**src/rtl/mem_arbiter.sv**
```systemverilog
// mem_arbiter: multi-channel byte-serial arbiter for the shared 8-bit RAM/IO bus
module mem_arbiter #(
  parameter int NCH = 3,
  parameter int MAX_BYTES = 16,
  parameter int ARB_MODE = 1,
  parameter logic [1:0] IO_HI = 2'b11,
  parameter int LEN_W = $clog2(MAX_BYTES) + 1
) (
  input  logic                         clk_in,
  input  logic                         rst_in,
  input  logic                         rdy_in,
  input  logic [7:0]                   mem_din,
  output logic [7:0]                   mem_dout,
  output logic [31:0]                  mem_a,
  output logic                         mem_wr,
  input  logic                         io_buffer_full,
  input  logic [NCH-1:0]               req_valid,
  input  logic [NCH-1:0]               req_we,
  input  logic [NCH*32-1:0]            req_addr,
  input  logic [NCH*LEN_W-1:0]         req_len,
  input  logic [NCH*MAX_BYTES*8-1:0]   req_wdata,
  input  logic [NCH-1:0]               abort,
  output logic [NCH-1:0]               req_ack,
  output logic [NCH-1:0]               resp_valid,
  output logic [MAX_BYTES*8-1:0]       resp_rdata,
  output logic                         busy
);
  localparam int IW = $clog2(MAX_BYTES);
  localparam int CW = NCH > 1 ? $clog2(NCH) : 1;
  typedef enum logic [1:0] {IDLE, XFER, DRAIN, RESP} state_t;
  state_t state_q, state_d;
  logic [CW-1:0] g_q, g_d, ptr_q, ptr_d, gnt;
  logic [IW-1:0] idx_q, idx_d;
  logic [LEN_W-1:0] len_q, len_d, rlen;
  logic we_q, we_d, io_q, io_d, kill_q, kill_d, full_q, full_d;
  logic any, abort_g, stall, last;
  logic [31:0] mem_a_q, mem_a_d, raddr;
  logic [MAX_BYTES-1:0][7:0] wbuf_q, wbuf_d, rbuf_q, rbuf_d, rdata_q, rdata_d;
  logic [NCH-1:0] ack_q, ack_d;
  int c;
  // channel selection: lowest index wins, or first valid at/after ptr when rotating
  always_comb begin
    gnt = '0;
    any = 1'b0;
    c = 0;
    for (int k = 0; k < NCH; k++) begin
      c = ARB_MODE != 0 ? (int'(ptr_q) + k) % NCH : k;
      if (!any && |(req_valid & (NCH'(1) << c))) begin
        any = 1'b1;
        gnt = CW'(c);
      end
    end
    abort_g = |(abort & (NCH'(1) << g_q));
    raddr = req_addr[int'(gnt)*32 +: 32];
    rlen = req_len[int'(gnt)*LEN_W +: LEN_W];
    // a frozen cycle reuses the last sampled buffer-full level
    stall = state_q == XFER && we_q && io_q && (rdy_in ? io_buffer_full : full_q);
    last = idx_q == IW'(len_q - LEN_W'(1));
  end
  // next state plus address, byte index and buffer updates
  always_comb begin
    state_d = state_q;
    g_d = g_q;
    ptr_d = ptr_q;
    idx_d = idx_q;
    len_d = len_q;
    we_d = we_q;
    io_d = io_q;
    kill_d = kill_q;
    full_d = io_buffer_full;
    mem_a_d = mem_a_q;
    wbuf_d = wbuf_q;
    rbuf_d = rbuf_q;
    rdata_d = rdata_q;
    ack_d = '0;
    if (state_q == IDLE && any) begin
      state_d = XFER;
      g_d = gnt;
      ptr_d = ARB_MODE != 0 ? (gnt == CW'(NCH - 1) ? '0 : gnt + CW'(1)) : ptr_q;
      idx_d = '0;
      len_d = rlen == '0 ? LEN_W'(1) : (rlen > LEN_W'(MAX_BYTES) ? LEN_W'(MAX_BYTES) : rlen);
      we_d = |(req_we & (NCH'(1) << gnt));
      io_d = raddr[17:16] == IO_HI;
      kill_d = 1'b0;
      mem_a_d = raddr;
      wbuf_d = req_wdata[int'(gnt)*MAX_BYTES*8 +: MAX_BYTES*8];
      ack_d = NCH'(1) << gnt;
    end else if (state_q == XFER) begin
      if (!we_q && abort_g) state_d = IDLE;
      else begin
        kill_d = kill_q | (we_q & abort_g);
        if (!we_q && idx_q != '0) rbuf_d[idx_q - IW'(1)] = mem_din;
        if (!stall && last) state_d = we_q ? RESP : DRAIN;
        else if (!stall) begin
          idx_d = idx_q + IW'(1);
          mem_a_d = io_q ? mem_a_q : mem_a_q + 32'd1;
        end
      end
    end else if (state_q == DRAIN) begin
      if (abort_g) state_d = IDLE;
      else begin
        rbuf_d[idx_q] = mem_din;
        state_d = RESP;
        for (int i = 0; i < MAX_BYTES; i++) rdata_d[i] = LEN_W'(i) < len_q ? rbuf_d[i] : 8'h00;
      end
    end else if (state_q == RESP) state_d = IDLE;
  end
  // state and datapath registers; rdy_in low holds everything
  always_ff @(posedge clk_in or posedge rst_in) begin
    if (rst_in) begin
      state_q <= IDLE;
      g_q <= '0;
      ptr_q <= '0;
      idx_q <= '0;
      len_q <= '0;
      we_q <= 1'b0;
      io_q <= 1'b0;
      kill_q <= 1'b0;
      full_q <= 1'b0;
      mem_a_q <= '0;
      wbuf_q <= '0;
      rbuf_q <= '0;
      rdata_q <= '0;
      ack_q <= '0;
    end else if (rdy_in) begin
      state_q <= state_d;
      g_q <= g_d;
      ptr_q <= ptr_d;
      idx_q <= idx_d;
      len_q <= len_d;
      we_q <= we_d;
      io_q <= io_d;
      kill_q <= kill_d;
      full_q <= full_d;
      mem_a_q <= mem_a_d;
      wbuf_q <= wbuf_d;
      rbuf_q <= rbuf_d;
      rdata_q <= rdata_d;
      ack_q <= ack_d;
    end
  end
  // bus and handshake outputs decoded from the registered state
  always_comb begin
    mem_a = mem_a_q;
    mem_dout = state_q == XFER && we_q ? wbuf_q[idx_q] : 8'h00;
    mem_wr = state_q == XFER && we_q && !stall;
    req_ack = ack_q;
    resp_valid = state_q == RESP && !kill_q && !(rdy_in && abort_g) ? NCH'(1) << g_q : '0;
    resp_rdata = rdata_q;
    busy = state_q != IDLE;
  end
endmodule

```
**config.mk**
```make
export PLATFORM = sky130hd
export DESIGN_NAME = mem_arbiter
export DESIGN_NICKNAME = d
export VERILOG_FILES = /design/src/rtl/mem_arbiter.sv
export SDC_FILE = /design/constraint.sdc
export NUM_CORES = 1
export LEC_CHECK = 0
export ABC_AREA = 1
export BUFFER_PORTS_ARGS = -buffer_cell sky130_fd_sc_hd__buf_2
export CAP_MARGIN = 30
export CORE_AREA = 3 3 268 270
export CTS_CLUSTER_DIAMETER = 150
export DETAILED_ROUTE_END_ITERATION = 12
export DIE_AREA = 0 0 271 273
export GPL_ROUTABILITY_DRIVEN = 1
export PLACE_DENSITY = 0.71
export SETUP_SLACK_MARGIN = 0.05
export SYNTH_ARGS = -nofsm -noshare
export SYNTH_HDL_FRONTEND = slang
export SYNTH_SLANG_ARGS = --single-unit
```
**constraint.sdc**
```tcl
create_clock -name clk_in -period 12.8 [get_ports clk_in]
set_input_delay 1.28 -clock clk_in [delete_from_list [all_inputs] [get_ports clk_in]]
set_output_delay 1.28 -clock clk_in [all_outputs]
set_load 0.005 [all_outputs]
```
==> impl_metrics.ini <==
[synthesis]
yosysSeqAreaShare = 0.441
synth-edff-count = 0
async_flop_share = 1.00
syn_inst = 3115
syn_area_mm2 = 0.0248
synth.area.top_cells = dfrtp_1 (44%), nand2_1 (13%), mux2_2 (4.2%), nand3_1 (4.1%), a21oi_1 (3.9%)
netlist_top_cells_count = nand2_1 (863), dfrtp_1 (438), nand3_1 (201)
synth_nets = 3647
ys.flop_type = dfrtp_1
yosysMostFrequentCell = nand2_1
syn_area_per_cell_um2 = 7.97
synth_seq_cells = 438
yosys.area.top_type = dfrtp_1
synth_top_area_share = 0.441
yosysUniqueCellTypes = 44
yosys_warnings = 0

[clocking]
hold_buffers = 0
postCtsSetupRepairBufs = 0
cts_buffers = 50
cts_sinks = 438
path_clk_slew_ps = 60
cts.path.max_buffers = 3
cts_tree = built
clock_latency_ps = 620
cts-root-buf = clkbuf_16
cts_resized = 0
cts_max_level = 2

[pwr]
seqPwrFrac = 0.283
pwr-share-clk = 0.195
power.density_mw_per_mm2 = 251
ir_worst_vdd_uv = 150
leakage_nw = 15.0
swShare = 0.486
switchingPower_w = 0.00374
comb_power_share = 0.522
intPower_w = 0.00395
power.total_w = 0.00769

[place]
portBuffers = 691
dpl.hpwl_um = 86600
gp_congestion = 0.975

[critical_path]
crit_required_ps = 11520
path_max_fanout = 86
worst_r2r_path_depth = 13
path_cells = buf_4, inv_2, buf_4, a21oi_1, o21ai_0, nand2_1, nand2_1, a41oi_1, buf_2
reg2reg_slack_ps = 8530
r2r_start = ptr_q[0]$_DFFE_PP0P_
slowest_stage = buf_4
worstSetupPathType = register to output pin
slowest_delay_ps = 670
startpoint_type = register
cp.arrival_ps = 3430
timing.rr.end = wbuf_q[85]$_DFFE_PP0P_
cp_top_family = buffers and inverters
critPathCaptureType = output pin
worst-path-buf-inv = 4

[timing]
rsz0062_at_grt = no
timing.final.crit_share = 0.368
whs_ps = 472
slew_viol_final = 0
slew_headroom = 0.270
tightest_slew_ps = 1100
fin_setup_tns_ps = 0
hold_viol = 0
period_needed_ps = 4710
skew_ps = 35.2
finalSetupViolCount = 0
clock.fmax_mhz = 212

[floorplanning]
rows = 97
die-area_mm2 = 0.0740
io_pins = 692
die_w_um = 271
core_mm2 = 0.0698
chipHeight_um = 273
start_util = 0.356

[global_route]
gr-total-overflow = 0
grt_usage = 0.299
grt_max_degree = 180
grt_pass1_vias = 24400
grt_pass1_wl_um = 164000
antenna_found_initial = 81

[detailed_routing]
avgRoutedWirePerCell_um = 24.7
drcViolationCount = 0
vias_per_cell = 5.59
first_iter_violations = 2779
route.vias.total = 26300
drt.antenna.violating_nets = 0
dr.pass1.iters = 6
wirelength_um = 116000

[hold_path]
worstHoldPathCells = 2
hold_path_end = resp_rdata[108]$_DFFE_PP0P_
min_path_type = register to register
holdCritStartpoint = resp_rdata[108]$_DFFE_PP0P_

[job]
cap_violations = 0

[final_layout]
final_nets = 4212
multiInputGateArea_mm2 = 0.0123
drive_above_1_share = 0.256
nFillCells = 7022
seq_area_mm2 = 0.0110
synthToLayoutAreaGrowth_pct = 23.6

[status]
status = finished, final reports clean
-- cell usage in the layout, fill, tap and decap left out, types with 4 or more instances in the layout --
| cell type | Yosys | final |
|---|---|---|
| a21boi_1 | 5 | 5 |
| o21ai_0 | 190 | 190 |
| clkbuf_1 | 88 | 11 |
| dfrtp_1 | 438 | 436 |
| nand2_2 | 21 | 21 |
| nand4_1 | 85 | 85 |
| clkbuf_16 | 0 | 51 |
| clkbuf_8 | 0 | 7 |
| inv_2 | 6 | 5 |
| bufinv_16 | 0 | 4 |
| mux2_1 | 35 | 35 |
| nand3_1 | 201 | 200 |
| mux2_2 | 93 | 93 |
| a2bb2oi_1 | 15 | 15 |
| clkinvlp_4 | 0 | 4 |
| a21oi_1 | 192 | 192 |
| nor2_2 | 8 | 8 |
| nand2_1 | 863 | 863 |
| nor2_4 | 6 | 7 |
| nor2_1 | 175 | 174 |
| xor2_1 | 12 | 12 |
| a41oi_1 | 8 | 8 |
| o22ai_1 | 129 | 129 |
| o2111ai_1 | 17 | 17 |
| xnor2_1 | 11 | 11 |
| buf_2 | 82 | 691 |
| inv_1 | 156 | 155 |
| nand3b_1 | 58 | 58 |
| clkinv_2 | 0 | 15 |
| ha_1 | 16 | 15 |
| buf_4 | 18 | 21 |
| diode_2 | 0 | 53 |
| o21a_1 | 29 | 29 |
| o21ai_1 | 5 | 5 |
| nor3b_1 | 4 | 4 |
| o31ai_1 | 73 | 73 |
| nor3_1 | 15 | 15 |
| a22oi_1 | 28 | 28 |
-- power groups by stage --
stage | clock, W | combinational (W) | sequential [W]
floorplan | 0 | 0.00272 | 0.00210
global placement | 0 | 0.00389 | 0.00217
detailed placement | 0 | 0.00397 | 0.00219
CTS | 0.00151 | 0.00398 | 0.00217
global route | 0.00157 | 0.00437 | 0.00222
finish | 0.00150 | 0.00401 | 0.00218
-- through the flow --
| step | instance area [um2] | instances | utilization | setup WS [ps] |
|---|---|---|---|---|
| floorplan | 24800 | 3115 | - | 5600 |
| detailed placement | 28800 | 4566 | 0.413 | 8010 |
| global placement | 28800 | 4563 | 0.412 | 8010 |
| finish | 30700 | 4715 | 0.440 | 8090 |
| CTS | 30500 | 4660 | 0.437 | 8030 |
| global route | 30700 | 4703 | 0.439 | 7920 |
-- cell families after synthesis --
family	synth area share
simple gates	0.253
compound gates	0.168
buf+inv	0.0642
mux	0.0580
xor+xnor	0.00811
flops	0.441
fa+ha+maj	0.00806
-- layout make-up --
class	count	share of cell area
diodes	53	0.00432
clock buffers	69	0.0461
clock inverters	25	0.00901
inverters	166	0.0207
multi-input cells	2304	0.401
flip-flops and latches	438	0.357
well taps	940	0.0383
repair buffers	720	0.123
-- worst reg2reg max path, delay by kind of cell (launching register included) --
kind	cells	cell delay [ps]
fa+ha+maj	1	360
flops	1	370
simple gates	6	1390
compound gates	2	400
buf+inv	4	1680
-- flip-flops by register name, indices dropped and copies added (netlist names) --
register and cells:
mem_a 32, len_q 5, rbuf_q 128, resp_rdata 128, ptr_q 2, kill_q 1, g_q 2, wbuf_q 128
we_q 1, full_q 1, state_q 2, idx_q 4, io_q 1, req_ack 3
-- how the worst max path moves through the flow --
stage	from	to	cells after the start
global placement	req_valid[1]	wbuf_q[74]$_DFFE_PP0P_	12
floorplan	rst_in	full_q$_DFF_PP0_	1
finish	idx_q[0]$_DFFE_PP0P_	mem_dout[3]	9
detailed placement	req_valid[0]	wbuf_q[52]$_DFFE_PP0P_	12
global route	idx_q[0]$_DFFE_PP0P_	mem_dout[7]	9
CTS	idx_q[0]$_DFFE_PP0P_	mem_dout[0]	9
-- routing by layer --
layer	vias up	wire [um]	GRT usage
met2	1562	54200	0.472
met3	303	10600	0.0692
met5	-	61	0
li1	11900	-	-
met1	12600	43800	0.364
met4	10	7570	0.201
Note: power is estimated with default switching activity, not from simulation.
